**config.mk**
```make
export PLATFORM = sky130hd
export DESIGN_NAME = vga_timing_gen_flat
export DESIGN_NICKNAME = d
export VERILOG_FILES = /design/src/rtl/vga_timing_gen_if.sv /design/src/rtl/vga_timing_gen.sv /design/src/flat_wrapper.sv
export SDC_FILE = /design/constraint.sdc
export NUM_CORES = 1
export LEC_CHECK = 0
export CAP_MARGIN = 5
export CORE_UTILIZATION = 51
export CTS_CLUSTER_SIZE = 24
export DETAILED_ROUTE_END_ITERATION = 16
export GPL_TIMING_DRIVEN = 0
export PLACE_DENSITY_LB_ADDON = 0.1
export SLEW_MARGIN = 10
export SYNTH_ARGS = -nofsm -noshare
export SYNTH_HDL_FRONTEND = slang
export SYNTH_SLANG_ARGS = --single-unit
```
**constraint.sdc**
```tcl
create_clock -name clk -period 3.25 [get_ports clk]
set_input_delay 0.8125 -clock clk [delete_from_list [all_inputs] [get_ports clk]]
set_output_delay 0.8125 -clock clk [all_outputs]
set_load 0.1 [all_outputs]
```
**src/rtl/vga_timing_gen_if.sv**
```systemverilog
// Video timing bundle: pixel clock/enable, raster position, blanking,
// sync and line/frame strobes. The generator drives it; consumers listen.
interface vga_timing_gen_if #(
  parameter int W_X = 10,
  parameter int W_Y = 10
);
  logic           pixel_clk;
  logic           pixel_en;
  logic [W_X-1:0] hpos;
  logic [W_Y-1:0] vpos;
  logic           display_on;
  logic           hsync;
  logic           vsync;
  logic           line_start;
  logic           frame_start;

  modport master (
    output pixel_clk, pixel_en, hpos, vpos, display_on,
           hsync, vsync, line_start, frame_start
  );

  modport slave (
    input  pixel_clk, pixel_en, hpos, vpos, display_on,
           hsync, vsync, line_start, frame_start
  );
endinterface

```
**src/rtl/vga_timing_gen.sv**
```systemverilog
// Parametrised VGA timing generator. Divides clk by R = CLK_MHZ/PIXEL_MHZ
// into a pixel clock and pixel enable, and walks hpos/vpos across the full
// raster. Every output is a flop loaded from the next-state counters, so
// sync/blank/strobes always agree with the hpos/vpos shown in that cycle.
// The interface instance must be built with the same W_X/W_Y as this module.
module vga_timing_gen #(
  parameter int CLK_MHZ   = 50,
  parameter int PIXEL_MHZ = 25,
  parameter int H_ACTIVE  = 640,
  parameter int H_FRONT   = 16,
  parameter int H_SYNC    = 96,
  parameter int H_BACK    = 48,
  parameter int V_ACTIVE  = 480,
  parameter int V_FRONT   = 10,
  parameter int V_SYNC    = 2,
  parameter int V_BACK    = 33,
  parameter int HSYNC_POL = 0,
  parameter int VSYNC_POL = 0,
  parameter int W_X       = $clog2(H_ACTIVE + H_FRONT + H_SYNC + H_BACK),
  parameter int W_Y       = $clog2(V_ACTIVE + V_FRONT + V_SYNC + V_BACK)
) (
  input  logic                clk,
  input  logic                rst_n,
  vga_timing_gen_if.master    vid
);

  localparam int R       = CLK_MHZ / PIXEL_MHZ;
  localparam int H_TOTAL = H_ACTIVE + H_FRONT + H_SYNC + H_BACK;
  localparam int V_TOTAL = V_ACTIVE + V_FRONT + V_SYNC + V_BACK;
  localparam int W_D     = (R < 2) ? 1 : $clog2(R);

  localparam logic [W_D-1:0] DIV_LAST = W_D'(R - 1);
  localparam logic [W_D-1:0] DIV_HALF = W_D'(R / 2);

  localparam logic [W_X-1:0] H_LAST   = W_X'(H_TOTAL - 1);
  localparam logic [W_X-1:0] H_ACT    = W_X'(H_ACTIVE);
  localparam logic [W_X-1:0] HS_FIRST = W_X'(H_ACTIVE + H_FRONT);
  localparam logic [W_X-1:0] HS_LAST  = W_X'(H_ACTIVE + H_FRONT + H_SYNC - 1);

  localparam logic [W_Y-1:0] V_LAST   = W_Y'(V_TOTAL - 1);
  localparam logic [W_Y-1:0] V_ACT    = W_Y'(V_ACTIVE);
  localparam logic [W_Y-1:0] VS_FIRST = W_Y'(V_ACTIVE + V_FRONT);
  localparam logic [W_Y-1:0] VS_LAST  = W_Y'(V_ACTIVE + V_FRONT + V_SYNC - 1);

  localparam logic HS_ON = (HSYNC_POL != 0);
  localparam logic VS_ON = (VSYNC_POL != 0);

  if (R < 2 || R * PIXEL_MHZ != CLK_MHZ) begin : g_bad_ratio
    $error("vga_timing_gen: CLK_MHZ/PIXEL_MHZ must be an integer >= 2");
  end
  if (H_SYNC < 1 || H_BACK < 1 || V_SYNC < 1 || V_BACK < 1) begin : g_bad_porch
    $error("vga_timing_gen: SYNC and BACK parameters must be >= 1");
  end

  logic [W_D-1:0] div_q, div_d;
  logic [W_X-1:0] hpos_q, hpos_d;
  logic [W_Y-1:0] vpos_q, vpos_d;
  logic           pixel_clk_q, pixel_clk_d;
  logic           pixel_en_q, pixel_en_d;
  logic           display_on_q, display_on_d;
  logic           hsync_q, hsync_d;
  logic           vsync_q, vsync_d;
  logic           line_start_q, line_start_d;
  logic           frame_start_q, frame_start_d;
  logic           pix_step;

  // Next-state counters, then every output decoded from the next state so
  // the registered outputs line up with the registered position.
  always_comb begin
    pix_step      = (div_q == DIV_LAST);
    div_d         = pix_step ? '0 : div_q + 1'b1;
    hpos_d        = hpos_q;
    vpos_d        = vpos_q;
    line_start_d  = 1'b0;
    frame_start_d = 1'b0;
    if (pix_step) begin
      if (hpos_q == H_LAST) begin
        hpos_d       = '0;
        line_start_d = 1'b1;
        if (vpos_q == V_LAST) begin
          vpos_d        = '0;
          frame_start_d = 1'b1;
        end else begin
          vpos_d = vpos_q + 1'b1;
        end
      end else begin
        hpos_d = hpos_q + 1'b1;
      end
    end
    // pixel_en/pixel_clk are registered too, decoded from div_d so they
    // track div exactly without a combinational path to the pins.
    pixel_en_d   = (div_d == DIV_LAST);
    pixel_clk_d  = (div_d >= DIV_HALF);
    display_on_d = (hpos_d < H_ACT) && (vpos_d < V_ACT);
    hsync_d      = ((hpos_d >= HS_FIRST) && (hpos_d <= HS_LAST)) ? HS_ON : ~HS_ON;
    vsync_d      = ((vpos_d >= VS_FIRST) && (vpos_d <= VS_LAST)) ? VS_ON : ~VS_ON;
  end

  // State registers; reset parks the raster on its last position, which
  // lies in both back porches, so the reset outputs match the decode.
  always_ff @(posedge clk or negedge rst_n) begin
    if (!rst_n) begin
      div_q         <= '0;
      hpos_q        <= H_LAST;
      vpos_q        <= V_LAST;
      pixel_clk_q   <= 1'b0;
      pixel_en_q    <= 1'b0;
      display_on_q  <= 1'b0;
      hsync_q       <= ~HS_ON;
      vsync_q       <= ~VS_ON;
      line_start_q  <= 1'b0;
      frame_start_q <= 1'b0;
    end else begin
      div_q         <= div_d;
      hpos_q        <= hpos_d;
      vpos_q        <= vpos_d;
      pixel_clk_q   <= pixel_clk_d;
      pixel_en_q    <= pixel_en_d;
      display_on_q  <= display_on_d;
      hsync_q       <= hsync_d;
      vsync_q       <= vsync_d;
      line_start_q  <= line_start_d;
      frame_start_q <= frame_start_d;
    end
  end

  assign vid.pixel_clk   = pixel_clk_q;
  assign vid.pixel_en    = pixel_en_q;
  assign vid.hpos        = hpos_q;
  assign vid.vpos        = vpos_q;
  assign vid.display_on  = display_on_q;
  assign vid.hsync       = hsync_q;
  assign vid.vsync       = vsync_q;
  assign vid.line_start  = line_start_q;
  assign vid.frame_start = frame_start_q;

endmodule

```
**src/flat_wrapper.sv**
```systemverilog
// flat-port wrapper written by rule: the top's interface ports become plain ports
module vga_timing_gen_flat 
#(
  parameter int CLK_MHZ   = 50,
  parameter int PIXEL_MHZ = 25,
  parameter int H_ACTIVE  = 640,
  parameter int H_FRONT   = 16,
  parameter int H_SYNC    = 96,
  parameter int H_BACK    = 48,
  parameter int V_ACTIVE  = 480,
  parameter int V_FRONT   = 10,
  parameter int V_SYNC    = 2,
  parameter int V_BACK    = 33,
  parameter int HSYNC_POL = 0,
  parameter int VSYNC_POL = 0,
  parameter int W_X       = $clog2(H_ACTIVE + H_FRONT + H_SYNC + H_BACK),
  parameter int W_Y       = $clog2(V_ACTIVE + V_FRONT + V_SYNC + V_BACK)
)
  (clk, rst_n, vid_pixel_clk, vid_pixel_en, vid_hpos, vid_vpos, vid_display_on, vid_hsync, vid_vsync, vid_line_start, vid_frame_start);
  vga_timing_gen_if #(.W_X(W_X), .W_Y(W_Y)) vid_i ();
  input  logic clk;
  input  logic rst_n;
  output wire logic [$bits(vid_i.pixel_clk)-1:0] vid_pixel_clk;
  output wire logic [$bits(vid_i.pixel_en)-1:0] vid_pixel_en;
  output wire logic [$bits(vid_i.hpos)-1:0] vid_hpos;
  output wire logic [$bits(vid_i.vpos)-1:0] vid_vpos;
  output wire logic [$bits(vid_i.display_on)-1:0] vid_display_on;
  output wire logic [$bits(vid_i.hsync)-1:0] vid_hsync;
  output wire logic [$bits(vid_i.vsync)-1:0] vid_vsync;
  output wire logic [$bits(vid_i.line_start)-1:0] vid_line_start;
  output wire logic [$bits(vid_i.frame_start)-1:0] vid_frame_start;
  assign vid_pixel_clk = vid_i.pixel_clk;
  assign vid_pixel_en = vid_i.pixel_en;
  assign vid_hpos = vid_i.hpos;
  assign vid_vpos = vid_i.vpos;
  assign vid_display_on = vid_i.display_on;
  assign vid_hsync = vid_i.hsync;
  assign vid_vsync = vid_i.vsync;
  assign vid_line_start = vid_i.line_start;
  assign vid_frame_start = vid_i.frame_start;
  vga_timing_gen #(.CLK_MHZ(CLK_MHZ), .PIXEL_MHZ(PIXEL_MHZ), .H_ACTIVE(H_ACTIVE), .H_FRONT(H_FRONT), .H_SYNC(H_SYNC), .H_BACK(H_BACK), .V_ACTIVE(V_ACTIVE), .V_FRONT(V_FRONT), .V_SYNC(V_SYNC), .V_BACK(V_BACK), .HSYNC_POL(HSYNC_POL), .VSYNC_POL(VSYNC_POL), .W_X(W_X), .W_Y(W_Y)) u_core (.clk(clk), .rst_n(rst_n), .vid(vid_i));
endmodule
```
Word level (Yosys, flattened, before mapping)
Index checks and enable logic that the tools add are counted.
{ "op_classes": {"n_addsub": 3, "n_lt_le_gt_ge": 7, "mux": 13, "eq_ne": 2, "reduce_logical": 3} }
{ "op_table": {"columns": ["op", "count"], "rows": [
  ["10-bit two-way mux", 5],
  ["10-bit by 1-bit adder with 10-bit output (second input constant)", 2],
  ["10-bit equality test (second input constant)", 2],
  ["10-bit >= comparator (second input constant)", 1],
  ["10-bit by 9-bit >= comparator with 1-bit output (second input constant)", 1],
  ["10-bit less-or-equal comparator (second input constant)", 1],
  ["10-bit by 9-bit less-or-equal comparator with 1-bit output (second input constant)", 1],
  ["10-bit < comparator (second input constant)", 1],
  ["10-bit by 9-bit < comparator with 1-bit output (second input constant)", 1],
  ["1-bit two-way mux", 8],
  ["1-bit logical AND", 3],
  ["1-bit adder (second input constant)", 1],
  ["1-bit >= comparator (second input constant)", 1]
]} }
{ "word_totals": {"input_bits": 2, "reg_bits": 27, "output_inout_bits": 27} }

Depth between registers and ports, before layout
Gate-level depths: netlist of run 1.
{ "depth": {"depth_word": 7, "mapped_depth": 9, "ltp_nobuf": 8} }

Least setup slack after synthesis of run 1
Ideal clock, no wire load.
{ "synth_timing": {"path_type": "register -> register", "start": "register u_core.div_q", "end": "register u_core.vsync_q (netlist: u_core.vid.vsync)", "t_required_ns": 3.164, "path_slack_ns": 0.408, "stages_incl_launch_ff": 10, "arrival_time_ns": 2.757, "cell_sequence": "dfrtp_1 buf_2 nand4_1 or4_4 buf_6 clkinv_4 nand4_4 xnor2_2 nand4b_1 a2111o_1"} }
{ "synth_between": {"elab_chain_cells": 4, "elab_cells_between_ends": 5, "cone_classes": "order compare: 2; mux: 2; reduce/logical: 1"} }
{ "synth_lines": {"columns": ["element", "line_no", "source"], "rows": [
  ["start, declared", "vga_timing_gen.sv:55", "logic [W_D-1:0] div_q, div_d;"],
  ["start signal, assigned", "vga_timing_gen.sv:114", "div_q <= div_d;"],
  ["10-bit two-way mux (*)", "vga_timing_gen.sv:76", "if (pix_step) begin"],
  ["named net u_core.vpos_d[7]", "vga_timing_gen.sv:57", "logic [W_Y-1:0] vpos_q, vpos_d;"],
  ["10-bit by 9-bit >= comparator with 1-bit output / 10-bit by 9-bit less-or-equal comparator with 1-bit output (equally long branches)", "vga_timing_gen.sv:96", "vsync_d = ((vpos_d >= VS_FIRST) && (vpos_d <= VS_LAST)) ? VS_ON : ~VS_ON;"],
  ["1-bit logical AND (*)", "vga_timing_gen.sv:96", null],
  ["1-bit two-way mux (*)", "vga_timing_gen.sv:96", null],
  ["named net u_core.vsync_d", "vga_timing_gen.sv:62", "logic vsync_q, vsync_d;"],
  ["end signal, assigned", "vga_timing_gen.sv:110", "vsync_q <= ~VS_ON;"],
  ["end signal, assigned", "vga_timing_gen.sv:121", "vsync_q <= vsync_d;"],
  ["end, declared", "vga_timing_gen.sv:62", null]
]} }
Mark *: on every way through the listed nets, which the timed path passes. The rest lies on a longest branch.

Worst setup path in the final report of run 1
{ "layout_timing": {"start": "register u_core.hpos_q[8] (netlist: u_core.vid.hpos[8])", "end": "output vid_hpos[8]"} }
{ "layout_lines": {"columns": ["element", "line_no", "source"], "rows": [
  ["start, declared", "vga_timing_gen.sv:56", "logic [W_X-1:0] hpos_q, hpos_d;"],
  ["start signal, assigned", "vga_timing_gen.sv:115", "hpos_q <= hpos_d;"],
  ["end, declared", "flat_wrapper.sv:25", "output wire logic [$bits(vid_i.hpos)-1:0] vid_hpos;"]
]} }
No word-level cell between the ends.

==> results of run 1 <==
worst paths after layout:
check	from	endpoint	slack [ns]	depth (start not counted)
min reg2reg	u_core.vid.vpos[2]$_DFF_PN1_	u_core.vid.vpos[2]$_DFF_PN1_	0.54	2
max reg2reg	u_core.vid.hpos[0]$_DFF_PN1_	u_core.vid.display_on$_DFF_PN0_	0.69	8
min in group clk	u_core.vid.vpos[2]$_DFF_PN1_	u_core.vid.vpos[2]$_DFF_PN1_	0.54	2
min	rst_n	u_core.vid.hpos[5]$_DFF_PN0_	0.45	1
max in group asynchronous	rst_n	u_core.vid.vpos[2]$_DFF_PN1_	2.40	1
max	u_core.vid.hpos[8]$_DFF_PN1_	vid_hpos[8]	0.31	1
through the flow:
stage | worst slack [ns] | total power [uW]
floorplan | 0.408 | 330
global placement | 0.687 | 337
detailed placement | 0.689 | 338
CTS | 0.287 | 566
global route | 0.264 | 571
finish | 0.310 | 555
area by class of cell:
cell class                 instances  area, um2  area share (%)
multi-input combinational        116        771            40.6
sequential                        26        666            35.1
clock buffer                       3       22.5            1.19
tap                               31       38.8            2.04
inverter                           7       31.3            1.65
buffer                            10       63.8            3.36
clock inverter                     1       30.0            1.58
timing repair buffer              28        275            14.5
layer usage:
| metal | wire length [um] | vias up |
|---|---|---|
| met5 | 0 | - |
| met3 | 144 | 4 |
| met2 | 1440 | 39 |
| met4 | 39 | 0 |
| met1 | 1660 | 614 |
| li1 | - | 631 |
where the power goes:
group          total [uW]  internal (uW)  switching (uW)  leakage (uW)
sequential            324            324               0      0.000311
combinational        6.47          0.430            6.04      0.000401
clock                 224            125            99.4     0.0000279
cells in the final DEF, fill, tap and decap left out, types with 2 or more instances in the layout:
cell type / instances
xnor2_2: 2
nand3_1: 10
a31oi_1: 3
clkbuf_1: 3
ha_1: 3
buf_4: 2
o21ai_0: 9
xor2_1: 3
and3_1: 3
dfrtp_1: 14
nor3_1: 2
buf_2: 4
o22ai_1: 2
nor2_1: 16
dfstp_2: 12
a21oi_1: 6
buf_6: 2
and4b_1: 2
nand2_1: 16
clkbuf_4: 3
and4_1: 2
clkdlybuf4s50_1: 27
inv_1: 6
nand4b_1: 2
nand4_1: 5
xnor2_1: 9
registers in the layout (all words and copies together) (netlist names):
| signal | flops |
|---|---|
| u_core.div_q | 1 |
| u_core.vid.display_on | 1 |
| u_core.vid.frame_start | 1 |
| u_core.vid.hpos | 10 |
| u_core.vid.hsync | 1 |
| u_core.vid.line_start | 1 |
| u_core.vid.vpos | 10 |
| u_core.vid.vsync | 1 |
cells by family (layout without fill, tap and decap cells):
family,count (synthesis),after routing,synth area share (%)
xor+xnor,14,14,8.99
buf+inv,17,49,6.21
mux,1,1,0.735
simple gates,68,68,25.7
flops,26,26,43.5
compound gates,30,30,12.4
fa+ha+maj,3,3,2.45
==> metrics.md, run 1 <==
| Metric | Value |
|---|---|
| Slowest stage delay, CP | `1.16 ns` |
| CTS tree | `done` |
| Crit path max fanout | `7` |
| Post-synth EDFFs | `0` |
| Setup Crit Path Kind | `reg -> out` |
| Max-slew headroom | `34.8%` |
| Synth cell types | `46` |
| Largest net degree at the start of global routing | `27` |
| Post-Layout Inst Area | `1900 um2` |
| Fill cells | `244` |
| CTS hold repair buffers | `0` |
| DRT antenna net count | `0` |
| Worst clock skew | `0.0158 ns` |
| Failing checks | `design-rule violations` |
| Total number of vias | `1288` |
| #FFs+latches synth | `26` |
| Total CTS buffers | `3` |
| Synth Cell Area | `1530 um2` |
| Drt pass-1 iters | `10` |
| Final setup vio count | `0` |
| Port Buffers | `28` |
| FMAX | `0.340 GHz` |
| WL final | `3.29 mm` |
| Initial Util | `54.6%` |
| Finished Core Util | `67.7%` |
| Buffers & Inverters on Critical Path | `1` |
| Largest cells by area after synthesis | `dfrtp_1 (23%), dfstp_2 (21%), xnor2_1 (5.1%)` |
| Die area | `3230 um2` |
| Endpoint class of the critical path | `output pin` |
| Vias in the first global route | `1167` |
| Global routing usage on met2 | `32.3%` |
| Hold WS | `0.455 ns` |
| Initial DRC count | `37` |
| Crit-path cells | `clkdlybuf4s50_1` |
| Worst path arrival time | `2.13 ns` |
| Routability Congestion | `0.861` |
| Fin nets | `197` |
| RSZ-0062 raised after global routing | `false` |
| First-pass GRT wire length | `5.44 mm` |
| Synthesis-to-finish area growth | `23.9%` |
| Synth top cells by count | `nand2_1 (16), nor2_1 (16), dfrtp_1 (14), dfstp_2 (12), nand3_1 (10)` |
| H-tree depth | `1` |
| CP max stage cell | `clkdlybuf4s50_1` |
| CP top delay family | `buffers and inverters` |
| DRC errors left | `2` |
| Fraction of layout cells with a size suffix above 1 | `17.8%` |
| Met3 usage | `2.30%` |
| Worst Path Required | `2.44 ns` |
| Synth area leader | `dfrtp_1` |
| Post-cts repair resize count | `0` |
| Overflow after GRT | `0` |
| Final hold viol count | `0` |
| Synthesized Nets | `164` |
| Mean post-synth cell area | `9.63 um2` |
| Max-Cap Viols | `0` |
| Wire per inst | `14.8 um` |
| Fin. max-slew vios | `0` |
| Row count | `19` |
| Sequential-to-total area share from yosys stat | `43.5%` |
| Period utilization | `90.5%` |
| Ys async rst share | `100%` |
| Postcts setup bufs | `0` |
| Core area | `2810 um2` |
| Setup tns final | `0 ns` |
| Placed cell count | `218` |
| Tmin final | `2.94 ns` |
| Startpoint Class | `flop` |
| Met1 usage in global routing | `33.5%` |
| Final Non-Filler Cells | `222` |
| Boundary Pins | `29` |
| Top FF cell, synth | `dfrtp_1` |
| Cell count after synthesis | `159` |
| Die width | `56.8 um` |
| Hold Crit Class | `in -> async` |
| # clock sinks | `26` |
| P_leak | `0.000740 uW` |
| Worst-margin pin slew | `0.974 ns` |
| Clock transition at path regs | `0.15 ns` |
| Gr usage total | `22.0%` |
| Top-area cell type share of the netlist area | `22.9%` |
| N_diodes | `0` |
| Worst VDD drop | `0.211 mV` |
| Clk root buf | `clkbuf_4` |
| Synthesis Warnings | `0` |
| Outcome | `finished with violations` |
| Most Crowded Layer GR | `met1` |
| Worst skew pair latency | `0.33 ns` |
| Chip Height | `56.8 um` |
| HPWL after DPL | `2.35 mm` |
| PD cells | `292 nW/um2` |
| CTS Buffer Depth | `2` |
| Dpl cell area | `1850 um2` |
| Avg Vias per Cell | `5.80` |
| Initial antenna violation count | `0` |
Note: power is estimated with default switching activity, not from simulation.
==> run 2, diff against run 1 <==
clock period = 2.8 ns   (was 3.25 ns; I/O delays follow)
==> run 2 against run 1 <==
Effect of this change: the flow still finishes with violations (design-rule violations); first-iteration DRC count rose by 54%; final cell count did not move; sequential cell count did not move; clock power rose by 20%; total power rose by 18%; critical path depth did not move; sequential power rose by 16%; via count rose by 1.6%; design area rose by 0.26%; largest cell class unchanged; highest routed layer unchanged.
==> metrics.md, run 2 (synthesized netlist as in run 1, its figures left out) <==
| Metric | Value |
|---|---|
| Fraction of layout cells with a size suffix above 1 | `18.3%` |
| FMAX | `0.364 GHz` |
| Clk root buf | `clkbuf_4` |
| Total number of vias | `1308` |
| Tmin final | `2.75 ns` |
| Commonest cells after routing, fill and taps aside | `clkdlybuf4s50_1 (18), nor2_1 (16), nand2_1 (16)` |
| PD cells | `343 nW/um2` |
| Buffers & Inverters on Critical Path | `1` |
| RSZ-0062 raised after global routing | `false` |
| Logic gate share of total power | `1.1%` |
| Wire per inst | `14.4 um` |
| Die width | `56.8 um` |
| Worst Path Required | `2.10 ns` |
| Worst r2r src | `u_core.vid.hpos[0]$_DFF_PN1_` |
| Worst r2r dst | `u_core.vid.vsync$_DFF_PN1_` |
| Fin. max-slew vios | `0` |
| R2R Setup Slk | `0.23 ns` |
| Avg Vias per Cell | `5.89` |
| Boundary Pins | `29` |
| WL final | `3.21 mm` |
| Final hold viol count | `0` |
| Flop pwr share | `57.7%` |
| P_leak | `0.000839 uW` |
| Endpoint class of the critical path | `output pin` |
| R2R cell count | `9` |
| Vias in the first global route | `1135` |
| Largest net degree at the start of global routing | `27` |
| Fin nets | `197` |
| Period utilization | `98.2%` |
| Gr usage total | `21.2%` |
| CTS Buffer Depth | `2` |
| Setup tns final | `0 ns` |
| CTS hold repair buffers | `0` |
| Sw power | `131 uW` |
| Startpoint Class | `flop` |
| Max-Cap Viols | `0` |
| Postcts setup bufs | `0` |
| Worst clock skew | `0.00739 ns` |
| Routability Congestion | `0.864` |
| Worst skew pair latency | `0.34 ns` |
| First-pass GRT wire length | `5.40 mm` |
| Crit path max fanout | `5` |
| Worst path arrival time | `2.05 ns` |
| Overflow after GRT | `0` |
| CP max stage cell | `clkdlybuf4s50_1` |
| # clock sinks | `26` |
| Final Non-Filler Cells | `222` |
| Int Pwr | `522 uW` |
| DRC errors left | `2` |
| Chip Height | `56.8 um` |
| Clock transition at path regs | `0.16 ns` |
| CTS tree | `done` |
| Worst-margin pin slew | `0.971 ns` |
| H-tree depth | `1` |
| Synthesis-to-finish area growth | `24.3%` |
| Drt pass-1 iters | `10` |
| Slowest stage delay, CP | `1.13 ns` |
| Total CTS buffers | `3` |
| Worst VDD drop | `0.192 mV` |
| Failing checks | `design-rule violations` |
| Clk pwr share | `41.2%` |
| Core area | `2810 um2` |
| Initial DRC count | `57` |
| Placed cell count | `218` |
| Initial antenna violation count | `0` |
| Row count | `19` |
| Hold Crit Class | `in -> async` |
| Commonest non-fill, non-tap cell in the layout | `clkdlybuf4s50_1` |
| Die area | `3230 um2` |
| Max-slew headroom | `35.1%` |
| Initial Util | `54.6%` |
| Outcome | `finished with violations` |
| CP top delay family | `buffers and inverters` |
| Final setup vio count | `0` |
| HPWL after DPL | `2.28 mm` |
| Fill cells | `237` |
| Net Sw Frac | `20.0%` |
| Crit-path cells | `clkdlybuf4s50_1` |
| N_diodes | `0` |
| Port Buffers | `28` |
| Setup Crit Path Kind | `reg -> out` |
| DRT antenna net count | `0` |
run 2: cell types whose count changed in the layout (fill, tap and decap cells not counted):
cell,before,now
dfrtp_2,0,1
dfrtp_1,14,13
clkdlybuf4s50_1,27,18
dlymetal6s2s_1,0,4
dlygate4sd2_1,0,5
run 2: cell type report:
type / instances / area (um2) / share of cell area (%)
flip-flops and latches: 26 / 667 / 35.0
well taps: 31 / 38.8 / 2.04
clock buffers: 3 / 22.5 / 1.18
inverters: 7 / 31.3 / 1.64
repair buffers: 28 / 279 / 14.7
plain buffers: 10 / 63.8 / 3.35
clock inverters: 1 / 30.0 / 1.58
multi-input cells: 116 / 771 / 40.5
run 2: metrics by stage:
step / setup slack [ns] / util (%) / cell area (um2) / total power, uW / hold WS, ns
2_1_floorplan: 0.0164 / - / 1530 / 383 / 0.404
3_3_place_gp: 0.324 / 66.0 / 1850 / 391 / 0.514
3_5_place_dp: 0.287 / 66.0 / 1850 / 392 / 0.518
4_1_cts: 0.0195 / 67.7 / 1900 / 657 / 0.541
5_1_grt: 0.0138 / 67.8 / 1900 / 675 / 0.369
6_report: 0.0492 / 67.8 / 1900 / 653 / 0.322
run 2: repair_timing:
action / 4_1_cts / 5_1_grt
endpoints found under the setup margin: 5 / 4
cloned: 0 / 0
resized for setup: 5 / 4
run 2: per-layer routing:
layer	global-route usage (%)	share of wire (%)	wire [um]
met5	0	0	0
met4	4.18	1.4	46
met3	2.30	6.7	214
met2	31.3	45	1430
met1	33.7	47	1520
run 2: power by group through the flow:
stage | Clock [uW] | Combinational, uW | Sequential (uW)
6_report | 269 | 7.17 | 377
5_1_grt | 289 | 9.41 | 377
4_1_cts | 271 | 8.82 | 377
3_5_place_dp | 0 | 8.84 | 383
3_3_place_gp | 0 | 8.48 | 383
2_1_floorplan | 0 | 0.000298 | 383
run 2: worst max-delay path by stage:
stage,from,endpoint,slack (ns),cells past startpoint
after CTS,u_core.vid.hpos[0]$_DFF_PN1_,vid_hpos[0],0.02,1
final,u_core.vid.hpos[1]$_DFF_PN1_,vid_hpos[1],0.05,1
after detailed placement,u_core.vid.hpos[0]$_DFF_PN1_,u_core.vid.vsync$_DFF_PN1_,0.29,9
after global routing,u_core.vid.hpos[1]$_DFF_PN1_,vid_hpos[1],0.01,1
after floorplan,u_core.vid.hpos[3]$_DFF_PN1_,u_core.vid.vsync$_DFF_PN1_,0.02,9
after global placement,u_core.vid.hpos[0]$_DFF_PN1_,u_core.vid.vsync$_DFF_PN1_,0.32,9
==> run 3, diff against run 2 <==
CORE_ASPECT_RATIO = 1.5   (was default)
CORE_MARGIN = 5   (was default)
CTS_CLUSTER_DIAMETER = 150   (was default)
==> run 3 against run 2 <==
Effect of this change: the run now ends clean; maximum frequency up 0.41%; die area grew 31%; total power increased by 6.2%; design area increased by 1.4%; sequential power barely moved; critical path depth unchanged; utilization down 1.6 points; routed wire length rose by 8.5%; hold slack better by 0.093 ns; highest routed layer unchanged; via count increased by 1.2%; combinational power rose by 4.6%.
==> metrics.md, run 3 (synthesized netlist as in run 1, its figures left out) <==
| Metric | Value |
|---|---|
| Initial Util | `52.6%` |
| Logic gate share of total power | `1.1%` |
| Worst-margin pin slew | `0.988 ns` |
| Worst clock skew | `0.00286 ns` |
| Boundary Pins | `29` |
| P_leak | `0.000766 uW` |
| Outcome | `complete, no violations` |
| Total CTS buffers | `3` |
| RSZ-0062 raised after global routing | `false` |
| Setup Crit Path Kind | `reg -> out` |
| Int Pwr | `568 uW` |
| Clk root buf | `clkbuf_8` |
| H-tree depth | `1` |
| Chip Height | `77.1 um` |
| Core area | `2910 um2` |
| CTS tree | `done` |
| R2R Setup Slk | `0.25 ns` |
| Sequential Area | `667 um2` |
| Worst VDD drop | `0.279 mV` |
| Synthesis-to-finish area growth | `26.1%` |
| WL final | `3.48 mm` |
| Commonest cells after routing, fill and taps aside | `clkdlybuf4s50_1 (26), nor2_1 (16), nand2_1 (16)` |
| First-pass GRT wire length | `6.02 mm` |
| Die area | `4220 um2` |
| Fin. max-slew vios | `0` |
| CP top delay family | `buffers and inverters` |
| Initial antenna violation count | `0` |
| Clk pwr share | `44.7%` |
| Worst r2r src | `u_core.vid.hpos[0]$_DFF_PN1_` |
| Endpoint class of the critical path | `output pin` |
| Buffers & Inverters on Critical Path | `1` |
| DRT antenna net count | `0` |
| CTS Buffer Depth | `2` |
| Setup tns final | `0 ns` |
| Flop pwr share | `54.3%` |
| N_diodes | `0` |
| Initial DRC count | `41` |
| Max-slew headroom | `33.9%` |
| Footprint of the multi-input gates | `771 um2` |
| Max-Cap Viols | `0` |
| Hold WS | `0.415 ns` |
| Crit-path cells | `clkdlybuf4s50_1` |
| Worst skew pair latency | `0.27 ns` |
| DRC errors left | `0` |
| Largest net degree at the start of global routing | `27` |
| Overflow after GRT | `0` |
| Worst Path Required | `2.10 ns` |
| Worst path arrival time | `2.04 ns` |
| Avg Vias per Cell | `5.76` |
| Total number of vias | `1324` |
| Vias in the first global route | `1297` |
| Startpoint Class | `flop` |
| FMAX | `0.365 GHz` |
| # clock sinks | `26` |
| CP max stage cell | `clkdlybuf4s50_1` |
| Clock transition at path regs | `0.09 ns` |
| Gr usage total | `19.1%` |
| Worst r2r dst | `u_core.vid.display_on$_DFF_PN0_` |
| Hold Crit Class | `in -> async` |
| Fin nets | `197` |
| Row count | `24` |
| Net Sw Frac | `18.1%` |
| Final setup vio count | `0` |
| Commonest non-fill, non-tap cell in the layout | `clkdlybuf4s50_1` |
| Crit path max fanout | `8` |
| Drt pass-1 iters | `4` |
| Slowest stage delay, CP | `1.16 ns` |
| Postcts setup bufs | `0` |
| Fill cells | `249` |
| Fraction of layout cells with a size suffix above 1 | `18.3%` |
| Wire per inst | `15.1 um` |
| Tmin final | `2.74 ns` |
| Die width | `54.7 um` |
| Routability Congestion | `0.897` |
| Period utilization | `97.8%` |
| R2R cell count | `8` |
| HPWL after DPL | `2.62 mm` |
| Final hold viol count | `0` |
| CTS hold repair buffers | `0` |
| Sw power | `125 uW` |
| Port Buffers | `28` |
| PD cells | `359 nW/um2` |
run 3: worst reg2reg max path: stages (launching register included):
cell	delay, ns
dfstp_2	0.59
ha_1	0.24
nand4_1	0.12
or4_4	0.43
buf_6	0.16
clkinv_4	0.09
nand2_1	0.13
o31ai_1	0.44
and4b_1	0.25
run 3: power by group through the flow:
stage                     Clock, uW  Sequential, uW  Combinational [uW]
after floorplan                   0             383            0.000298
after global placement            0             383                8.75
after detailed placement          0             383                8.98
after CTS                       319             376                8.90
after global routing            337             376                9.11
final                           310             376                7.50
run 3: cell type report:
class / count / area share [%]
Clock inverter: 1 / 1.56
Timing Repair Buffer: 28 / 14.4
Tap cell: 39 / 2.53
Clock buffer: 3 / 2.14
Multi-Input combinational cell: 116 / 39.9
Sequential cell: 26 / 34.5
Inverter: 7 / 1.62
Buffer: 10 / 3.31
run 3: how the worst max path moves through the flow:
| stage | to | from | cells past startpoint |
|---|---|---|---|
| after CTS | vid_hpos[8] | u_core.vid.hpos[8]$_DFF_PN1_ | 1 |
| after global placement | u_core.vid.vsync$_DFF_PN1_ | u_core.vid.hpos[0]$_DFF_PN1_ | 9 |
| after global routing | vid_hpos[9] | u_core.vid.hpos[9]$_DFF_PN1_ | 1 |
| final | vid_vpos[3] | u_core.vid.vpos[3]$_DFF_PN1_ | 1 |
| after floorplan | u_core.vid.vsync$_DFF_PN1_ | u_core.vid.hpos[3]$_DFF_PN1_ | 9 |
| after detailed placement | u_core.vid.display_on$_DFF_PN0_ | u_core.vid.hpos[0]$_DFF_PN1_ | 8 |
run 3: timing repair:
action | 4_1_cts | 5_1_grt
setup endpoints to repair | 0 | 1
hold endpoints to repair | 0 | 0
gates resized for setup | 0 | 1
run 3: per-stage QoR:
stage	total power, uW	setup slack (ns)	std cells	utilization [%]	cell area (um2)
finish	693	0.0604	230	66.3	1930
global route	722	0.0124	230	66.3	1930
CTS	704	0.0216	230	66.4	1930
detailed placement	392	0.283	226	63.9	1860
global placement	392	0.312	226	63.9	1860
floorplan	383	0.0164	159	-	1530
run 3: per-layer routing:
layer | track usage, % | routed length, um | up-vias
li1 | - | - | 632
met1 | 22.9 | 1390 | 651
met2 | 31.9 | 1900 | 33
met3 | 2.13 | 126 | 8
met4 | 9.48 | 70 | 0
met5 | 0 | 0 | -
